===== src/rtl/decode_queue.sv =====
`default_nettype none
// +-----------------------------------------------------------------------------+
// | decode_queue : RV32I(+M) decoder feeding a DEPTH-entry FIFO toward issue    |
// | rev 1.0                                                                     |
// +-----------------------------------------------------------------------------+
module decode_queue #(
  parameter int DEPTH    = 8,
  parameter int ENABLE_M = 0,
  parameter int TYPE_W   = 6,
  parameter int REG_W    = 6
) (
  input  logic                     clk_in,
  input  logic                     rst_in,
  input  logic                     rdy_in,
  input  logic                     flush_in,
  input  logic                     in_valid,
  input  logic [31:0]              in_code,
  input  logic [31:0]              in_pc,
  output logic                     in_ready,
  output logic                     out_valid,
  input  logic                     out_ready,
  output logic [TYPE_W-1:0]        out_type,
  output logic [REG_W-1:0]         out_rd,
  output logic [REG_W-1:0]         out_rs1,
  output logic [REG_W-1:0]         out_rs2,
  output logic [31:0]              out_imm,
  output logic [31:0]              out_pc,
  output logic                     out_illegal,
  output logic [$clog2(DEPTH):0]   count
);

  localparam int PW = $clog2(DEPTH);
  localparam int CW = PW + 1;
  localparam logic [REG_W-1:0] NO_REG = REG_W'(32);

  // Instruction type codes shared with the issue stage
  localparam logic [7:0] T_LUI  = 8'd1,  T_AUIPC = 8'd2,  T_JAL   = 8'd3,  T_JALR  = 8'd4;
  localparam logic [7:0] T_BEQ  = 8'd5,  T_BNE   = 8'd6,  T_BLT   = 8'd7,  T_BGE   = 8'd8;
  localparam logic [7:0] T_BLTU = 8'd9,  T_BGEU  = 8'd10, T_LB    = 8'd11, T_LH    = 8'd12;
  localparam logic [7:0] T_LW   = 8'd13, T_LBU   = 8'd14, T_LHU   = 8'd15, T_SB    = 8'd16;
  localparam logic [7:0] T_SH   = 8'd17, T_SW    = 8'd18, T_ADDI  = 8'd19, T_SLTI  = 8'd20;
  localparam logic [7:0] T_SLTIU= 8'd21, T_XORI  = 8'd22, T_ORI   = 8'd23, T_ANDI  = 8'd24;
  localparam logic [7:0] T_SLLI = 8'd25, T_SRLI  = 8'd26, T_SRAI  = 8'd27, T_ADD   = 8'd28;
  localparam logic [7:0] T_SUB  = 8'd29, T_SLL   = 8'd30, T_SLT   = 8'd31, T_SLTU  = 8'd32;
  localparam logic [7:0] T_XOR  = 8'd33, T_SRL   = 8'd34, T_SRA   = 8'd35, T_OR    = 8'd36;
  localparam logic [7:0] T_AND  = 8'd37, T_MUL   = 8'd38;

  typedef enum logic [2:0] {IMM_ZERO, IMM_I, IMM_S, IMM_B, IMM_U, IMM_J, IMM_SH} imm_sel_e;

  typedef struct packed {
    logic [TYPE_W-1:0] ty;
    logic [REG_W-1:0]  rd;
    logic [REG_W-1:0]  rs1;
    logic [REG_W-1:0]  rs2;
    logic [31:0]       imm;
    logic [31:0]       pc;
    logic              illegal;
  } entry_t;

  logic [6:0] opcode;
  logic [2:0] f3;
  logic [6:0] f7;
  assign opcode = in_code[6:0];
  assign f3     = in_code[14:12];
  assign f7     = in_code[31:25];

  logic [7:0] dec_ty;
  imm_sel_e   imm_sel;
  logic       use_rd, use_rs1, use_rs2, legal;
  logic [31:0] imm_val;
  entry_t     wr_entry;

  always_comb begin
    dec_ty  = 8'd0;
    imm_sel = IMM_ZERO;
    use_rd  = 1'b0;
    use_rs1 = 1'b0;
    use_rs2 = 1'b0;
    legal   = 1'b1;
    case (opcode)
      7'h37: begin dec_ty = T_LUI;   imm_sel = IMM_U; use_rd = 1'b1; end
      7'h17: begin dec_ty = T_AUIPC; imm_sel = IMM_U; use_rd = 1'b1; end
      7'h6F: begin dec_ty = T_JAL;   imm_sel = IMM_J; use_rd = 1'b1; end
      7'h67: begin
        dec_ty = T_JALR; imm_sel = IMM_I; use_rd = 1'b1; use_rs1 = 1'b1;
        legal  = (f3 == 3'd0);
      end
      7'h63: begin
        imm_sel = IMM_B; use_rs1 = 1'b1; use_rs2 = 1'b1;
        case (f3)
          3'd0:    dec_ty = T_BEQ;
          3'd1:    dec_ty = T_BNE;
          3'd4:    dec_ty = T_BLT;
          3'd5:    dec_ty = T_BGE;
          3'd6:    dec_ty = T_BLTU;
          3'd7:    dec_ty = T_BGEU;
          default: legal  = 1'b0;
        endcase
      end
      7'h03: begin
        imm_sel = IMM_I; use_rd = 1'b1; use_rs1 = 1'b1;
        case (f3)
          3'd0:    dec_ty = T_LB;
          3'd1:    dec_ty = T_LH;
          3'd2:    dec_ty = T_LW;
          3'd4:    dec_ty = T_LBU;
          3'd5:    dec_ty = T_LHU;
          default: legal  = 1'b0;
        endcase
      end
      7'h23: begin
        imm_sel = IMM_S; use_rs1 = 1'b1; use_rs2 = 1'b1;
        case (f3)
          3'd0:    dec_ty = T_SB;
          3'd1:    dec_ty = T_SH;
          3'd2:    dec_ty = T_SW;
          default: legal  = 1'b0;
        endcase
      end
      7'h13: begin
        imm_sel = IMM_I; use_rd = 1'b1; use_rs1 = 1'b1;
        case (f3)
          3'd0: dec_ty = T_ADDI;
          3'd2: dec_ty = T_SLTI;
          3'd3: dec_ty = T_SLTIU;
          3'd4: dec_ty = T_XORI;
          3'd6: dec_ty = T_ORI;
          3'd7: dec_ty = T_ANDI;
          3'd1: begin
            imm_sel = IMM_SH; dec_ty = T_SLLI;
            legal   = (f7 == 7'h00);
          end
          default: begin
            imm_sel = IMM_SH;
            if (f7 == 7'h00)      dec_ty = T_SRLI;
            else if (f7 == 7'h20) dec_ty = T_SRAI;
            else                  legal  = 1'b0;
          end
        endcase
      end
      7'h33: begin
        use_rd = 1'b1; use_rs1 = 1'b1; use_rs2 = 1'b1;
        if (f7 == 7'h00) begin
          case (f3)
            3'd0:    dec_ty = T_ADD;
            3'd1:    dec_ty = T_SLL;
            3'd2:    dec_ty = T_SLT;
            3'd3:    dec_ty = T_SLTU;
            3'd4:    dec_ty = T_XOR;
            3'd5:    dec_ty = T_SRL;
            3'd6:    dec_ty = T_OR;
            default: dec_ty = T_AND;
          endcase
        end else if (f7 == 7'h20 && f3 == 3'd0) begin
          dec_ty = T_SUB;
        end else if (f7 == 7'h20 && f3 == 3'd5) begin
          dec_ty = T_SRA;
        end else if (f7 == 7'h01 && ENABLE_M != 0) begin
          dec_ty = T_MUL + {5'd0, f3};
        end else begin
          legal = 1'b0;
        end
      end
      default: legal = 1'b0;
    endcase
  end

  always_comb begin
    case (imm_sel)
      IMM_I:   imm_val = {{20{in_code[31]}}, in_code[31:20]};
      IMM_S:   imm_val = {{20{in_code[31]}}, in_code[31:25], in_code[11:7]};
      IMM_B:   imm_val = {{19{in_code[31]}}, in_code[31], in_code[7], in_code[30:25],
                          in_code[11:8], 1'b0};
      IMM_U:   imm_val = {in_code[31:12], 12'b0};
      IMM_J:   imm_val = {{11{in_code[31]}}, in_code[31], in_code[19:12], in_code[20],
                          in_code[30:21], 1'b0};
      IMM_SH:  imm_val = {27'b0, in_code[24:20]};
      default: imm_val = 32'b0;
    endcase
  end

  always_comb begin
    wr_entry.pc = in_pc;
    if (legal) begin
      wr_entry.ty      = TYPE_W'(dec_ty);
      wr_entry.rd      = use_rd  ? REG_W'(in_code[11:7])  : NO_REG;
      wr_entry.rs1     = use_rs1 ? REG_W'(in_code[19:15]) : NO_REG;
      wr_entry.rs2     = use_rs2 ? REG_W'(in_code[24:20]) : NO_REG;
      wr_entry.imm     = imm_val;
      wr_entry.illegal = 1'b0;
    end else begin
      wr_entry.ty      = '0;
      wr_entry.rd      = NO_REG;
      wr_entry.rs1     = NO_REG;
      wr_entry.rs2     = NO_REG;
      wr_entry.imm     = 32'b0;
      wr_entry.illegal = 1'b1;
    end
  end

  entry_t          mem_q [DEPTH];
  entry_t          mem_d [DEPTH];
  logic [PW-1:0]   wr_ptr_q, wr_ptr_d, rd_ptr_q, rd_ptr_d;
  logic [CW-1:0]   count_q, count_d;
  logic            push, pop;

  assign in_ready  = rdy_in & ~rst_in & (count_q < CW'(DEPTH));
  assign out_valid = rdy_in & (count_q != '0);
  assign push      = in_valid & in_ready & ~flush_in;
  assign pop       = out_valid & out_ready & ~flush_in;

  // Flush rewinds pointers but leaves storage alone; stale entries are unreachable
  always_comb begin
    mem_d    = mem_q;
    wr_ptr_d = wr_ptr_q;
    rd_ptr_d = rd_ptr_q;
    count_d  = count_q;
    if (rdy_in) begin
      if (flush_in) begin
        wr_ptr_d = '0;
        rd_ptr_d = '0;
        count_d  = '0;
      end else begin
        if (push) begin
          mem_d[wr_ptr_q] = wr_entry;
          wr_ptr_d        = wr_ptr_q + PW'(1);
        end
        if (pop) rd_ptr_d = rd_ptr_q + PW'(1);
        case ({push, pop})
          2'b10:   count_d = count_q + CW'(1);
          2'b01:   count_d = count_q - CW'(1);
          default: count_d = count_q;
        endcase
      end
    end
  end

  always_ff @(posedge clk_in) begin
    if (rst_in) begin
      wr_ptr_q <= '0;
      rd_ptr_q <= '0;
      count_q  <= '0;
      for (int i = 0; i < DEPTH; i++) mem_q[i] <= '0;
    end else begin
      wr_ptr_q <= wr_ptr_d;
      rd_ptr_q <= rd_ptr_d;
      count_q  <= count_d;
      mem_q    <= mem_d;
    end
  end

  entry_t head;
  assign head        = mem_q[rd_ptr_q];
  assign out_type    = head.ty;
  assign out_rd      = head.rd;
  assign out_rs1     = head.rs1;
  assign out_rs2     = head.rs2;
  assign out_imm     = head.imm;
  assign out_pc      = head.pc;
  assign out_illegal = head.illegal;
  assign count       = count_q;

endmodule
`default_nettype wire

===== config.mk =====
export PLATFORM = sky130hd
export DESIGN_NAME = decode_queue
export DESIGN_NICKNAME = d
export VERILOG_FILES = /design/src/rtl/decode_queue.sv
export SDC_FILE = /design/constraint.sdc
export NUM_CORES = 1
export LEC_CHECK = 0
export ABC_AREA = 1
export BUFFER_PORTS_ARGS = -buffer_cell sky130_fd_sc_hd__buf_2
export CORE_MARGIN = 3
export CORE_UTILIZATION = 40
export CTS_BUF_LIST = sky130_fd_sc_hd__clkbuf_16
export DETAILED_ROUTE_END_ITERATION = 10
export GPL_TIMING_DRIVEN = 0
export SLEW_MARGIN = 20
export SYNTH_ARGS = -nofsm -noshare
export SYNTH_HDL_FRONTEND = slang
export SYNTH_SLANG_ARGS = --single-unit

===== constraint.sdc =====
create_clock -name clk_in -period 2.1 [get_ports clk_in]
set_input_delay 0 -clock clk_in [delete_from_list [all_inputs] [get_ports clk_in]]
set_output_delay 0 -clock clk_in [all_outputs]
set_load 0.01 [all_outputs]

==> After elaboration in Yosys (flattened, before gate mapping) <==
Cells that the tools add are included.
{ "word_totals": {"out_inout_bits": 95, "ramBits": 0, "ff_bits": 722, "elab_cells": 170, "romBits": 0, "latch_bits": 0, "n_memories": 0} }
{ "op_classes": {"n_eq_ne": 25, "div_mod_pow": 0, "muxes": 44, "mul": 0, "n_reduce_logical": 23, "add_sub_neg": 4, "bitwise": 11, "shifts": 0, "order_cmp": 4} }
{ "op_table": {"columns": ["op", "count"], "rows": [
  ["$bwmux W712", 1],
  ["$bmux W89 S3", 1],
  ["$demux W89 S3", 1],
  ["$mux W89", 3],
  ["$pmux W32 S6", 1],
  ["$mux W56", 1],
  ["$pmux W6 S9", 1],
  ["$pmux W6 S7", 1],
  ["$mux W6", 6],
  ["$pmux W5 S7", 1],
  ["$eq A7 B6 Y1 const B", 4],
  ["$pmux W4 S6", 1],
  ["$eq A3 B3 Y1 const B", 7],
  ["$eq A7 B7 Y1 const B", 3],
  ["$pmux W4 S5", 1],
  ["$pmux W3 S6", 1],
  ["$reduce_or A6 Y1", 3],
  ["$mux W3", 5],
  ["$pmux W5 S3", 1],
  ["$eq A7 B5 Y1 const B", 2],
  ["$eq A3 B2 Y1 const B", 4],
  ["$mux W1", 12],
  ["$mux W5", 2],
  ["$reduce_or A3 Y1", 3],
  ["28 further kinds", 45]
]} }

==> Depth between registers and ports, before layout <==
Gate-level depths: netlist of the first run.
{ "depth": {"word_depth": 8, "depth_mapped": 14} }

==> Least setup slack after synthesis of the first run <==
Ideal clock, no wire load.
{ "synth_timing": {"kind": "flip-flop to flip-flop", "from": "register count_q[3] (netlist: count[3])", "to": "register count_q[3] (netlist: count[3])", "path_slack_ns": -0.131, "stages_incl_launch_ff": 14, "arrival_time_ns": 2.099, "synth_period_minus_slack_ns": 2.231, "setup_time_ns": 0.132, "cell_sequence": "dfxtp_1 > inv_1 > a21oi_1 > nand3_1 > inv_1 > nand2_1 > inv_1 > ha_1 > a21oi_1 > nand2_1 > xor2_1 > xor2_1 > nand2_1 > a21oi_1"} }
{ "synth_between": {"elab_chain_len": 7} }
{ "synth_rtl": {"columns": ["item", "line", "text"], "rows": [
  ["from (decl)", "204", "logic [CW-1:0] count_q, count_d;"],
  ["from (signal assigned)", "247", "count_q <= count_d;"],
  ["$reduce_bool A4 Y1 (*)", "208", "assign out_valid = rdy_in & (count_q != '0);"],
  ["$and A1 B1 Y1 (*)", "208", null],
  ["via out_valid", "20", "output logic out_valid,"],
  ["$and A1 B1 Y1 (*) (2 in a row)", "210", "assign pop = out_valid & out_ready & ~flush_in;"],
  ["$eq A2 B1 Y1 / $eq A2 B2 Y1 (equally long branches)", "229", "case ({push, pop})"],
  ["$pmux W4 S2 / $reduce_bool A3 Y1 (equally long branches)", null, null],
  ["$mux W4 / $reduce_and A2 Y1 (equally long branches)", null, null]
]} }
Mark *: on every way through the listed nets, which the timed path passes. The rest lies on a longest branch.
A chain may end at the register's enable or synchronous reset.

==> Worst setup path after layout of the first run <==
{ "layout_timing": {"from": "register rd_ptr_q[1]", "to": "output port out_pc[31]"} }
{ "layout_between": {"elab_chain_len": 4} }
{ "layout_rtl": {"columns": ["item", "line", "text"], "rows": [
  ["from (decl)", "203", "logic [PW-1:0] wr_ptr_q, wr_ptr_d, rd_ptr_q, rd_ptr_d;"],
  ["from (signal assigned)", "246", "rd_ptr_q <= rd_ptr_d;"],
  ["$not A3 Y4 (not written as such)", "253", "assign head = mem_q[rd_ptr_q];"],
  ["$bmux W89 S3", "253", null],
  ["$mux W89 (not written as such) (2 in a row)", "253", null],
  ["to (decl)", "27", "output logic [31:0] out_pc,"]
]} }
No other way between the ends. The select of a mux whose other input is x is not followed.

==> qor.csv, run 1 <==
metric,value,unit
internal power,22.3,mW
First-pass DRT Iterations,6,
die height,285,um
Clock Latency Late Sink,640,ps
CTS sink cnt,722,
"reg-to-reg slack, setup",-280,ps
pwr/cell area,763,nW/um2
clk_skew,28.7,ps
die width,285,um
Vias/cell,5.83,
HP Class,input port to flip-flop,
crit path time final,2620,ps
H-tree depth,3,
num ports,165,
Fin Hold WS,15.4,ps
Max Freq,381,MHz
root buffer cell,clkbuf_16,
CORE AREA,76600,um2
FILL cells,7657,
via count,33437,
std cell rows,101,
final period utilization,125,%
post-route worst setup slack,-522,ps
PortBufs,131,
maximum vdd drop,0.610,mV
"wirelength, routed",130,mm
Switching Fraction,24.2,%
"Max FO, Critical Path",7,
Post-DRT Antenna Nets,0,
initial antenna violation count,3,
max_slew headroom,13.8,%
CTS max path bufs,3,
Post-Synthesis Cells,4334,
"commonest non-fill, non-tap cell in the layout",o21ai_0,
most frequent cells in the layout,"o21ai_0, nor2_1, dfxtp_1, a21oi_1, buf_2",
GP Congestion,0.928,
Die ar.,81200,um2
post-synthesis compound-gate area fraction,30.8,%
number of global-route vias before repair,30783,
fin. max-slew vios,0,
YS warnings,0,
placed insts,5495,
CP endpoint,out_pc[31],
mux contribution to synthesized area,0,%
drt wl/cell,22.7,um
Mapped Nets,4409,
"Clk pin slew, worst setup/hold paths",60,ps
reg2reg start,count[3]$_SDFFE_PP0P_,
Initial Util,40.7,%
Adder-Cell Fraction of Synth Area,0.225,%
syn avg cell area,7.19,um2
failing checks,setup timing,
reg2reg path depth,9,
fraction of the mapped netlist area in simple logic gates,15.4,%
Yosys cell types,33,
arrival time at the worst endpoint,2620,ps
largest net degree at the start of global routing,14,
synthesized area,31100,um2
Critical R2R Capture,mem_q[22]$_SDFFE_PP0P_,
Leak,15.8,nW
"FF+latch count, synth",722,
layout cells sized above 1,14.5,%
crit end category,output pin,
residual DRC count,0,
unrepaired setup endpoints after global routing,yes,
xor and xnor area share after synthesis,0.0844,%
max_cap viols,0,
final setup fails,489,
Iter 0 DRT Violations,4051,
Least-Margin Pin Slew,1290,ps
Flop pwr share,47.0,%
synth-to-layout area growth,23.6,%
post-DP HPWL,90.5,mm
Crit. Startpoint,rd_ptr_q[1]$_SDFFE_PP0P_,
critical path class,flip-flop to output pin,
total gr overflow,0,
Net Sw Power,7.10,mW
Worst EP required,2100,ps
Clk network pwr share,46.9,%
startpoint class of the critical path,flip-flop,
worst hold path depth,7,
combinational power share,6.1,%
CTS tree,built,
first-pass GRT wire length,193,mm
Tot GR Track Use,30.4,%
fin cells,5733,
sequential share of the synthesized area,46.4,%
Final nets,4714,
Final Hold Fails,0,
status,finished with violations,
clock buffer count from CTS,78,
combinational family with the most area after synthesis,compound AO/OA/AOI/OAI gates,
critical path: stages, from the launching register on:
cell and delay, ps:
dfxtp_4 380, clkbuf_16 180, clkinvlp_4 220, clkbuf_16 280, clkbuf_16 180, a21oi_2 140, o21ai_1 100, a31oi_2 300
buf_2 190
Yosys cell counts:
master / count / share of area (%)
clkbuf_2: 1 / 0.016
o21ai_1: 3 / 0.048
nand2_2: 40 / 0.80
clkinv_1: 2 / 0.024
nand3b_1: 12 / 0.29
nand2_1: 112 / 1.3
nor2_1: 948 / 11
nand4_4: 1 / 0.068
nor3_4: 1 / 0.052
o211ai_1: 2 / 0.048
o21ai_0: 1088 / 17
nor3_1: 4 / 0.064
clkbuf_1: 286 / 3.4
dfxtp_1: 722 / 46
o21a_1: 1 / 0.024
inv_2: 16 / 0.19
o21bai_1: 3 / 0.072
nand4_1: 8 / 0.16
fa_1: 1 / 0.064
nor2_8: 1 / 0.064
xor2_1: 3 / 0.084
buf_4: 8 / 0.19
nand3_1: 29 / 0.47
nor2_4: 7 / 0.25
buf_1: 45 / 0.54
a21oi_1: 593 / 9.5
inv_1: 132 / 1.6
ha_1: 4 / 0.16
nand3_2: 8 / 0.26
nor2_2: 8 / 0.16
o22ai_1: 89 / 1.8
a31oi_1: 89 / 1.8
buf_2: 67 / 1.1
state kept, by name, summed over array words and instances, names as in the netlist:
signal and cells:
count 4, mem_q 712, rd_ptr_q 3, wr_ptr_q 3
worst min path at each step:
| stage | endpoint | from | slack, ps |
|---|---|---|---|
| finish | wr_ptr_q[0]$_SDFFE_PP0P_ | rst_in | 20 |
| global route | mem_q[606]$_SDFFE_PP0P_ | in_code[16] | 40 |
| CTS | mem_q[606]$_SDFFE_PP0P_ | in_code[16] | 9 |
| detailed placement | count[1]$_SDFFE_PP0P_ | flush_in | 350 |
| global placement | count[1]$_SDFFE_PP0P_ | flush_in | 350 |
| floorplan | in_ready | rst_in | 30 |
routing by layer:
metal / track usage [%] / wire, um / vias to the layer above
li1: - / - / 15381
met1: 39.6 / 52800 / 15884
met2: 49.1 / 59600 / 1804
met3: 5.86 / 11900 / 368
met4: 13.5 / 5930 / 0
met5: 0 / 0 / -
per-stage QoR:
stage / setup TNS (ps) / setup slack (ps) / instance area [um2] / utilization [%] / power (mW)
final: -78620 / -522 / 38500 / 50.3 / 29.4
after global routing: -115560 / -522 / 38500 / 50.3 / 30.1
after CTS: -116730 / -478 / 37800 / 49.4 / 29.3
after detailed placement: -402490 / -1730 / 33100 / 43.2 / 15.6
after global placement: -433450 / -1790 / 33100 / 43.2 / 15.6
after floorplan: 0 / 56.3 / 31200 / - / 14.9
cell type report:
type | count | area (um2) | area share, %
Antenna cell | 3 | 7.51 | 0.0195
Buffer | 405 | 2750 | 7.14
Clock buffer | 82 | 2050 | 5.33
Clock inverter | 59 | 449 | 1.17
Inverter | 150 | 576 | 1.49
Multi-Input combinational cell | 3055 | 15100 | 39.1
Sequential cell | 722 | 14500 | 37.6
Tap cell | 1030 | 1290 | 3.35
Timing Repair Buffer | 227 | 1850 | 4.82
repair_timing:
action,4_1_cts,5_1_grt
resized for setup,402,223
gates cloned,4,6
hold buffers,58,1
pin swaps,55,69
setup endpoints to repair,799,795
buffers inserted,19,8
endpoints found under the hold margin,439,8
power groups by stage:
stage	clock network [mW]	logic [mW]	registers (mW)
after global placement	0	1.47	14.1
after global routing	14.4	1.91	13.8
after floorplan	0	0.823	14.1
final	13.8	1.79	13.8
after CTS	13.8	1.70	13.8
after detailed placement	0	1.48	14.1
kinds of logic after synthesis:
| kind of cell | after synthesis |
|---|---|
| compound gates | 1868 |
| xor+xnor | 3 |
| fa+ha+maj | 5 |
| buf+inv | 557 |
| flops | 722 |
| simple gates | 1179 |
Power figures use the tool's default switching activity.
==> inputs of run 2 (changes only) <==
- PLACE_DENSITY: default -> 0.57
==> qor.csv, run 2 (synthesis results as in run 1) <==
metric,value,unit,change
status,finished with violations,,
failing checks,setup timing,,
drt wl/cell,23.2,um,+2.3%
Post-DRT Antenna Nets,0,,unchanged
multi-input logic area,15200,um2,+0.66%
total gr overflow,0,,unchanged
Iter 0 DRT Violations,3576,,-12%
GP Congestion,0.955,,+2.9%
largest reg by FF count,mem_q,,
arrival time at the worst endpoint,2730,ps,+110 ps
post-DP HPWL,92.3,mm,+2.1%
Worst EP required,2100,ps,about the same
initial antenna violation count,5,,+2
Die ar.,81200,um2,unchanged
max_slew headroom,23.9,%,+10 points
Fin Hold WS,28.5,ps,+13.1 ps
Initial Util,40.7,%,unchanged
CTS sink cnt,722,,unchanged
"Clk pin slew, worst setup/hold paths",60,ps,about the same
CORE AREA,76600,um2,unchanged
FILL cells,7600,,-0.74%
via count,33376,,-0.18%
"commonest non-fill, non-tap cell in the layout",o21ai_0,,
die width,285,um,unchanged
root buffer cell,clkbuf_16,,
startpoint class of the critical path,flip-flop,,
"wirelength, routed",134,mm,+2.8%
Vias/cell,5.79,,-0.65%
max_cap viols,0,,unchanged
HP Class,input port to flip-flop,,
Util after Layout,50.8,%,+0.50 points
H-tree depth,3,,unchanged
final setup fails,89,,-82%
clock buffer count from CTS,79,,+1.3%
Clock Latency Late Sink,640,ps,about the same
fin. max-slew vios,0,,unchanged
crit end category,output pin,,
Final nets,4741,,+0.57%
pwr/cell area,752,nW/um2,-1.5%
Max Freq,367,MHz,-3.8%
number of global-route vias before repair,31348,,+1.8%
CTS tree,built,,
final period utilization,130,%,+5.0 points
"Max FO, Critical Path",7,,unchanged
residual DRC count,0,,unchanged
num ports,165,,unchanged
Tot GR Track Use,31.5,%,+1.0 points
unrepaired setup endpoints after global routing,yes,,
PortBufs,131,,unchanged
layout cells sized above 1,16.2,%,+1.7 points
largest net degree at the start of global routing,14,,unchanged
flip-flop and latch area,14500,um2,about the same
critical path class,flip-flop to output pin,,
post-place setup slack,-1730,ps,+4.16 ps
maximum vdd drop,0.553,mV,-9.3%
Final Hold Fails,0,,unchanged
first-pass GRT wire length,198,mm,+2.6%
post-route worst setup slack,-627,ps,-105 ps
die height,285,um,unchanged
Least-Margin Pin Slew,1140,ps,-152 ps
most frequent cells in the layout,"o21ai_0, nor2_1, dfxtp_1, a21oi_1, buf_2",,
CTS max path bufs,3,,unchanged
crit path time final,2730,ps,+105 ps
std cell rows,101,,unchanged
First-pass DRT Iterations,6,,unchanged
synth-to-layout area growth,24.9,%,
max FFs per register,712,,unchanged
clk_skew,17.0,ps,-11.7 ps
Leak,16.2,nW,+2.3%
## run 2: changes by cell type in the layout (fill, tap and decap cells not counted), moves of 11 or more
| cell | previous run | this run |
|---|---|---|
| clkbuf_1 | 159 | 104 |
| clkbuf_2 | 52 | 91 |
| a31oi_2 | 41 | 18 |
| a31oi_1 | 46 | 68 |
| buf_4 | 36 | 57 |
| nor2_1 | 925 | 907 |
| nor2_4 | 10 | 24 |
| clkinv_1 | 26 | 15 |
## run 2: final cells by class
class	instances	share of cell area, %
Antenna cell	2	0.0129
Buffer	406	7.15
Clock buffer	82	5.28
Clock inverter	61	1.04
Inverter	150	1.50
Multi-Input combinational cell	3055	39.0
Sequential cell	722	37.2
Tap cell	1030	3.31
Timing Repair Buffer	252	5.50
## run 2: timing repair
item                                    CTS  global route
buffers inserted                         25            22
resized for setup                       409           425
pin swaps                                61            80
endpoints found under the hold margin   445             0
cloned                                    9             4
endpoints found under the setup margin  792           805
hold buffers                             62             0
## run 2: path summary, 6_finish.rpt
kind | startpoint | to | slack (ps) | cells after the start
worst max register to register | count[3]$_SDFFE_PP0P_ | count[3]$_SDFFE_PP0P_ | 70 | 12
worst max-delay path | rd_ptr_q[0]$_SDFFE_PP0P_ | out_rs1[5] | -630 | 12
worst min register to register | mem_q[291]$_SDFFE_PP0P_ | mem_q[291]$_SDFFE_PP0P_ | 450 | 2
worst min-delay path | rst_in | wr_ptr_q[0]$_SDFFE_PP0P_ | 30 | 6
## run 2: power by group
part	leakage, nW	internal [mW]	switching, mW
Combinational	9.05	0.609	1.20
Clock	1.30	7.66	5.96
Sequential	5.82	13.8	0.0365
Total	16.2	22.0	7.20
## run 2: critical path: stages, from the launching register on
cell and delay [ps]:
dfxtp_2 330, clkbuf_16 170, inv_8 80, buf_12 100, buf_8 100, buf_12 140
buf_16 180, buf_12 140, nor2_1 40, o22ai_1 150, nor2_1 80, a31oi_2 350
buf_2 210
## run 2: stage by stage
step                      instance area (um2)  cells  setup TNS [ps]  power [mW]
after floorplan                         31200   4334               0        14.9
after global placement                  33100   5495         -481900        15.6
after detailed placement                33100   5495         -461630        15.6
after CTS                               37900   5734         -134730        29.2
after global routing                    38900   5758          -49330        30.0
final                                   38900   5760          -42000        29.2
## run 2: metal layers
metal	up-vias	wire length, um	global-route usage (%)
met2	1657	61900	51.5
met5	-	13	0
met3	354	11000	4.68
li1	15448	-	-
met4	2	7030	15.6
met1	15915	53900	40.6
